File: src/rtl/turnstile_pkg.sv
// Shared lane state encoding and default sizing for the turnstile bank controller.
package turnstile_pkg;

  typedef enum logic [1:0] {
    LOCKED   = 2'd0,
    PENDING  = 2'd1,
    UNLOCKED = 2'd2
  } lane_state_t;

  localparam int DEF_N_LANES  = 4;
  localparam int DEF_CAPACITY = 12;
  localparam int DEF_TIMEOUT  = 8;

endpackage

File: src/rtl/turnstile_bank_ctrl_if.sv
// Lane-facing bus of the turnstile bank controller.
// TURNSTILE_STATS_EN adds the entry_total / alarm_total statistics outputs.
interface turnstile_bank_ctrl_if #(
  parameter int N_LANES = 4,
  parameter int CNT_W   = 4
);
  logic [N_LANES-1:0] coin;
  logic [N_LANES-1:0] push;
  logic               exit_evt;
  logic [N_LANES-1:0] unlock;
  logic [N_LANES-1:0] refund;
  logic [N_LANES-1:0] alarm;
  logic [CNT_W-1:0]   occupancy;
  logic               full;
`ifdef TURNSTILE_STATS_EN
  logic [15:0]        entry_total;
  logic [15:0]        alarm_total;
`endif

  modport master (
    output coin, push, exit_evt,
    input  unlock, refund, alarm, occupancy, full
`ifdef TURNSTILE_STATS_EN
    , input entry_total, alarm_total
`endif
  );

  modport slave (
    input  coin, push, exit_evt,
    output unlock, refund, alarm, occupancy, full
`ifdef TURNSTILE_STATS_EN
    , output entry_total, alarm_total
`endif
  );
endinterface

File: src/rtl/turnstile_lane.sv
// One turnstile lane: LOCKED/PENDING/UNLOCKED FSM, unlock timeout and
// registered refund/alarm pulses. entered/released are same-cycle strobes.
module turnstile_lane
  import turnstile_pkg::*;
#(
  parameter int TIMEOUT = DEF_TIMEOUT,
  parameter int TO_W    = 4
) (
  input  logic        clk,
  input  logic        rst_n,
  input  logic        grant,
  input  logic        coin,
  input  logic        push,
  output lane_state_t state,
  output logic        entered,
  output logic        released,
  output logic        refund,
  output logic        alarm
);
  localparam logic [TO_W-1:0] TIMEOUT_V = TO_W'(TIMEOUT);

  lane_state_t     state_q, state_nxt;
  logic [TO_W-1:0] timer_q, timer_nxt;
  logic            refund_q, refund_nxt;
  logic            alarm_q, alarm_nxt;

  always_ff @(posedge clk or negedge rst_n) begin
    if (!rst_n) begin
      state_q  <= LOCKED;
      timer_q  <= '0;
      refund_q <= 1'b0;
      alarm_q  <= 1'b0;
    end else begin
      state_q  <= state_nxt;
      timer_q  <= timer_nxt;
      refund_q <= refund_nxt;
      alarm_q  <= alarm_nxt;
    end
  end

  always_comb begin
    state_nxt  = state_q;
    timer_nxt  = timer_q;
    refund_nxt = 1'b0;
    alarm_nxt  = 1'b0;
    entered    = 1'b0;
    released   = 1'b0;
    case (state_q)
      LOCKED: begin
        if (coin) state_nxt = PENDING;
        alarm_nxt = push;
      end
      PENDING: begin
        refund_nxt = coin;
        alarm_nxt  = push;
        if (grant) begin
          state_nxt = UNLOCKED;
          timer_nxt = TIMEOUT_V;
        end
      end
      UNLOCKED: begin
        refund_nxt = coin;
        // A push in the final open cycle beats the timeout.
        if (push) begin
          state_nxt = LOCKED;
          entered   = 1'b1;
          timer_nxt = '0;
        end else if (timer_q == TO_W'(1)) begin
          state_nxt  = LOCKED;
          released   = 1'b1;
          refund_nxt = 1'b1;
          timer_nxt  = '0;
        end else begin
          timer_nxt = timer_q - TO_W'(1);
        end
      end
      default: state_nxt = LOCKED;
    endcase
  end

  assign state  = state_q;
  assign refund = refund_q;
  assign alarm  = alarm_q;

endmodule

File: src/rtl/turnstile_bank_ctrl.sv
// Bank of turnstile lanes sharing one capacity budget via a round-robin arbiter.
// TURNSTILE_STATS_EN adds wrapping 16-bit entry and alarm totals.
module turnstile_bank_ctrl
  import turnstile_pkg::*;
#(
  parameter int N_LANES  = DEF_N_LANES,
  parameter int CAPACITY = DEF_CAPACITY,
  parameter int CNT_W    = 4,
  parameter int TIMEOUT  = DEF_TIMEOUT,
  parameter int TO_W     = 4
) (
  input  logic                 clk,
  input  logic                 reset,
  turnstile_bank_ctrl_if.slave bus
);
  localparam int               PTR_W = $clog2(N_LANES);
  localparam logic [CNT_W:0]   CAP_V = CAPACITY[CNT_W:0];

  lane_state_t        lane_state [N_LANES];
  logic [N_LANES-1:0] req, grant, entered, released, unlock_v, refund_v, alarm_v;
  logic [CNT_W-1:0]   occupancy_q, reserved_q, n_entered, n_released;
  logic [CNT_W-1:0]   occ_sum, occ_nxt, res_nxt;
  logic [CNT_W:0]     committed;
  logic [PTR_W-1:0]   ptr_q, grant_idx;
  logic               grant_any, budget_ok;

  function automatic logic [3:0] popcount(input logic [N_LANES-1:0] v);
    logic [3:0] c;
    c = '0;
    for (int i = 0; i < N_LANES; i++) c = c + {3'b000, v[i]};
    return c;
  endfunction

  for (genvar i = 0; i < N_LANES; i++) begin : g_lane
    turnstile_lane #(.TIMEOUT(TIMEOUT), .TO_W(TO_W)) u_lane (
      .clk      (clk),
      .rst_n    (reset),
      .grant    (grant[i]),
      .coin     (bus.coin[i]),
      .push     (bus.push[i]),
      .state    (lane_state[i]),
      .entered  (entered[i]),
      .released (released[i]),
      .refund   (refund_v[i]),
      .alarm    (alarm_v[i])
    );
    assign req[i]      = (lane_state[i] == PENDING);
    assign unlock_v[i] = (lane_state[i] == UNLOCKED);
  end

  assign committed = {1'b0, occupancy_q} + {1'b0, reserved_q};
  assign budget_ok = (committed < CAP_V);

  // Round-robin search from ptr_q; at most one grant, only with budget left.
  always_comb begin
    int k;
    k         = 0;
    grant     = '0;
    grant_idx = ptr_q;
    grant_any = 1'b0;
    if (budget_ok) begin
      for (int j = 0; j < N_LANES; j++) begin
        k = int'(ptr_q) + j;
        if (k >= N_LANES) k = k - N_LANES;
        if (!grant_any && req[k]) begin
          grant_any = 1'b1;
          grant_idx = PTR_W'(k);
        end
      end
    end
    if (grant_any) grant[grant_idx] = 1'b1;
  end

  // Entries move a reservation into occupancy; exits saturate at zero.
  always_comb begin
    n_entered  = CNT_W'(popcount(entered));
    n_released = CNT_W'(popcount(released));
    occ_sum    = occupancy_q + n_entered;
    occ_nxt    = (bus.exit_evt && (occ_sum != '0)) ? occ_sum - CNT_W'(1) : occ_sum;
    res_nxt    = reserved_q + CNT_W'(grant_any) - n_entered - n_released;
  end

  always_ff @(posedge clk or negedge reset) begin
    if (!reset) begin
      occupancy_q <= '0;
      reserved_q  <= '0;
      ptr_q       <= '0;
    end else begin
      occupancy_q <= occ_nxt;
      reserved_q  <= res_nxt;
      if (grant_any)
        ptr_q <= (grant_idx == PTR_W'(N_LANES - 1)) ? '0 : grant_idx + PTR_W'(1);
    end
  end

  assign bus.unlock    = unlock_v;
  assign bus.refund    = refund_v;
  assign bus.alarm     = alarm_v;
  assign bus.occupancy = occupancy_q;
  assign bus.full      = (committed == CAP_V);

`ifdef TURNSTILE_STATS_EN
  logic [15:0] entry_total_q, alarm_total_q;

  always_ff @(posedge clk or negedge reset) begin
    if (!reset) begin
      entry_total_q <= '0;
      alarm_total_q <= '0;
    end else begin
      entry_total_q <= entry_total_q + 16'(popcount(entered));
      alarm_total_q <= alarm_total_q + 16'(popcount(alarm_v));
    end
  end

  assign bus.entry_total = entry_total_q;
  assign bus.alarm_total = alarm_total_q;
`endif

endmodule
File: src/flat_wrapper.sv
// flat-port wrapper written by rule: the top's interface ports become plain ports
module turnstile_bank_ctrl_flat import turnstile_pkg::*;
#(
  parameter int N_LANES  = DEF_N_LANES,
  parameter int CAPACITY = DEF_CAPACITY,
  parameter int CNT_W    = 4,
  parameter int TIMEOUT  = DEF_TIMEOUT,
  parameter int TO_W     = 4
)
  (clk, reset, bus_coin, bus_push, bus_exit_evt, bus_unlock, bus_refund, bus_alarm, bus_occupancy, bus_full);
  turnstile_bank_ctrl_if #(.N_LANES(N_LANES), .CNT_W(CNT_W)) bus_i ();
  input  logic clk;
  input  logic reset;
  input wire logic [$bits(bus_i.coin)-1:0] bus_coin;
  input wire logic [$bits(bus_i.push)-1:0] bus_push;
  input wire logic [$bits(bus_i.exit_evt)-1:0] bus_exit_evt;
  output wire logic [$bits(bus_i.unlock)-1:0] bus_unlock;
  output wire logic [$bits(bus_i.refund)-1:0] bus_refund;
  output wire logic [$bits(bus_i.alarm)-1:0] bus_alarm;
  output wire logic [$bits(bus_i.occupancy)-1:0] bus_occupancy;
  output wire logic [$bits(bus_i.full)-1:0] bus_full;
  assign bus_i.coin = bus_coin;
  assign bus_i.push = bus_push;
  assign bus_i.exit_evt = bus_exit_evt;
  assign bus_unlock = bus_i.unlock;
  assign bus_refund = bus_i.refund;
  assign bus_alarm = bus_i.alarm;
  assign bus_occupancy = bus_i.occupancy;
  assign bus_full = bus_i.full;
  turnstile_bank_ctrl #(.N_LANES(N_LANES), .CAPACITY(CAPACITY), .CNT_W(CNT_W), .TIMEOUT(TIMEOUT), .TO_W(TO_W)) u_core (.clk(clk), .reset(reset), .bus(bus_i));
endmodule
File: config.mk
export PLATFORM = sky130hd
export DESIGN_NAME = turnstile_bank_ctrl_flat
export DESIGN_NICKNAME = d
export VERILOG_FILES = /design/src/rtl/turnstile_pkg.sv /design/src/rtl/turnstile_bank_ctrl_if.sv /design/src/rtl/turnstile_lane.sv /design/src/rtl/turnstile_bank_ctrl.sv /design/src/flat_wrapper.sv
export SDC_FILE = /design/constraint.sdc
export NUM_CORES = 1
export LEC_CHECK = 0
export ABC_AREA = 0
export CAP_MARGIN = 20
export CORE_UTILIZATION = 59
export CTS_CLUSTER_DIAMETER = 60
export CTS_CLUSTER_SIZE = 24
export DETAILED_ROUTE_END_ITERATION = 10
export HOLD_SLACK_MARGIN = 0.02
export PLACE_DENSITY = 0.81
export SLEW_MARGIN = 20
export SYNTH_ARGS = -nofsm -noshare
export SYNTH_HDL_FRONTEND = slang
export SYNTH_SLANG_ARGS = --single-unit
export TNS_END_PERCENT = 5
File: constraint.sdc
create_clock -name clk -period 4.7 [get_ports clk]
set_input_delay 0.47 -clock clk [delete_from_list [all_inputs] [get_ports clk]]
set_output_delay 0.47 -clock clk [all_outputs]
set_load 0.01 [all_outputs]
==> reports/metrics.cfg <==
[place]
hpwlAfterDp_um = 4640
gp_congestion = 0.818
port-buffer-count = 27

[die]
die_area_um2 = 5850
dieHeight_um = 76.5
dieWidth_um = 76.5
io_pins = 28
initial_utilization_pct = 62.5
rows = 26
core_area_um2 = 5240

[detailed_routing]
dr_total_vias = 2472
detailedRoute.firstPassIterationCount = 4
drc = 0
drtIter0Drc = 162
viasPerCell = 5.63
routedWlPerCell_um = 14.0
ant_nets = 0
drt-total-wl_um = 6140

[grt]
grt-busiest-layer = met2
antenna_found_initial = 0
grt_pass1_wl_um = 10600
grt-ovfl-total = 0
grt_use_total_pct = 22.5
grt_max_degree = 43
grt_use_met3_pct = 3.95
grt_util_met2_pct = 38.1
grt_pass1_vias = 2335
gr-usage-met1_pct = 30.2

[clock_network]
ctsResizeCount = 0
htreeDepth = 2
postCtsHoldBufs = 0
cts_tree = yes
clk_pin_slew_ns = 0.08
cts_setup_buffers = 0
cts_buffers = 5
root_buffer = clkbuf_8
clock_sinks = 42
insertion_delay_ns = 0.29
cts_buffer_depth = 2

[synth]
synth-seq-cells = 42
synthTopCellsByArea = dfrtp_1 32%, ha_1 16%, fa_1 4.9%
syn_area_um2 = 3280
seq_area_frac_synth_pct = 32.1
yosys_warnings = 0
synth_ff_type = dfrtp_1
synth-async-reset-ratio_pct = 100
synth_cells = 349
synth_edf_count = 0
synth.top_cell.area_share_pct = 32.1
synth_area_leader_cell = dfrtp_1
synth_nets = 411
yosysUniqueCellTypes = 52
syn_area_per_cell_um2 = 9.39

[timing]
finalMaxSlewViolations = 0
max_freq_mhz = 249
rsz0062_at_grt = false
tightest_slew_ns = 0.679
hold_violations = 0
tns_ns = 0
setup_viol = 0
period_share_pct = 85.6
fin_skew_ns = 0.00381
slew_headroom_pct = 54.3
finalCriticalPeriod_ns = 4.02

[worst_setup_path]
cp_max_fo = 9
path_class = flip-flop to flip-flop
cp-end-kind = flip-flop
path_delay_family = adder cells
cp_slowest_cell = a2111oi_4
worst_ep_arrival_time_ns = 4.24
required_ns = 4.92
path_buf_inv = 4
crit_top_cell = inv_1
startpoint_type = flip-flop
critPathMaxStageDelay_ns = 0.46
crit_chain = ha_1 > inv_1 > fa_1 > and2_1 > a2111oi_4 > nor2_2 > or2_1 > fa_1 > inv_1 > ha_1 > inv_1 > fa_1 > inv_1 > ha_1 > xor2_1 > xnor2_1

[layout]
final_common_cell = ha_1
layout.nets = 430
layout-drive-gt1-share_pct = 6.23
area.growth.synth_to_final_pct = 11.1
final_cell_mix = 43 x ha_1, 42 x dfrtp_1, 39 x inv_1
antenna_cells = 0
nFillCells = 421

[status]
status = completed

[job]
cap_violations = 0

[min_path]
hold_class = primary input to asynchronous set/reset pin

==> metal layers <==
metal | up-vias | share of wire, % | wire length, µm
met3 | 2 | 3.2 | 194
met1 | 1185 | 48 | 2960
met5 | - | 0 | 0
li1 | 1242 | - | -
met4 | 0 | 0.47 | 29
met2 | 43 | 48 | 2960
==> metrics by stage <==
stage	hold WS [ns]	instance area (µm²)	setup slack [ns]	std cells	utilization, %
after floorplan	0.174	3280	0.894	349	-
after global placement	0.524	3550	0.658	431	67.7
after detailed placement	0.529	3550	0.543	431	67.7
after CTS	0.360	3640	0.675	439	69.4
after global routing	0.210	3640	0.453	439	69.5
final	0.162	3640	0.677	439	69.5
==> sequential cells by signal (all words and copies together) (netlist names) <==
signal,flops
u_core.g_lane.u_lane.alarm,4
u_core.reserved_q,4
u_core.g_lane.u_lane.state,8
u_core.bus.occupancy,4
u_core.ptr_q,2
u_core.g_lane.u_lane.refund,4
u_core.g_lane.u_lane.timer_q,16
==> worst reg2reg max path, delay by kind of cell (launching register included) <==
family	cells	cell delay [ns]
buffers and inverters	4	0.25
flip-flops	1	0.39
AND/OR/NAND/NOR	3	0.73
XOR/XNOR	2	0.36
AO/OA/AOI/OAI	1	0.46
adder cells (fa/ha/maj)	6	1.77
==> worst paths after layout <==
check | start | to | slack [ns] | cells past startpoint
max in group asynchronous | reset | u_core.g_lane[2].u_lane.timer_q[2] | 4.16 | 1
worst min register to register | u_core.g_lane[0].u_lane.state[1] | u_core.g_lane[0].u_lane.state[1] | 0.54 | 1
min in group clk | u_core.g_lane[0].u_lane.state[1] | u_core.g_lane[0].u_lane.state[1] | 0.54 | 1
worst max register to register | u_core.bus.occupancy[0] | u_core.reserved_q[3] | 0.68 | 16
worst max-delay path | u_core.bus.occupancy[0] | u_core.reserved_q[3] | 0.68 | 16
worst min-delay path | reset | u_core.g_lane[1].u_lane.timer_q[0] | 0.16 | 1
==> synthesized netlist by cell type (5+ instances only) <==
master,n
o22ai_1,5
inv_1,39
xnor2_1,6
o21a_1,11
nand2b_1,14
o21ai_0,13
nand2_1,13
ha_1,43
nor2_1,22
a21oi_1,18
and2_1,10
nor3_1,12
clkbuf_1,8
nor2b_1,7
fa_1,8
mux2_2,5
buf_4,8
dfrtp_1,42
==> kinds of logic after synthesis <==
group                      share of synthesized area (%)
muxes                                               3.28
xor gates and xnor gates                            2.41
DFF                                                 32.1
adders and majority gates                           21.3
and+or+nand+nor                                     16.1
buffers and inverters                               7.22
AOI/OAI and AO/OA                                   17.6
==> layout make-up <==
| cell class | instances | area (µm²) | area share (%) |
|---|---|---|---|
| Clock buffer | 7 | 86.3 | 2.37 |
| Clock inverter | 1 | 5.00 | 0.138 |
| Inverter | 39 | 146 | 4.02 |
| Multi-Input combinational cell | 252 | 1990 | 54.6 |
| Sequential cell | 42 | 1050 | 28.9 |
| Tap cell | 70 | 87.6 | 2.41 |
| Timing Repair Buffer | 28 | 275 | 7.56 |
Power is not shown: default switching activity piles up to over one toggle a cycle in this logic, so the estimate is an artifact.
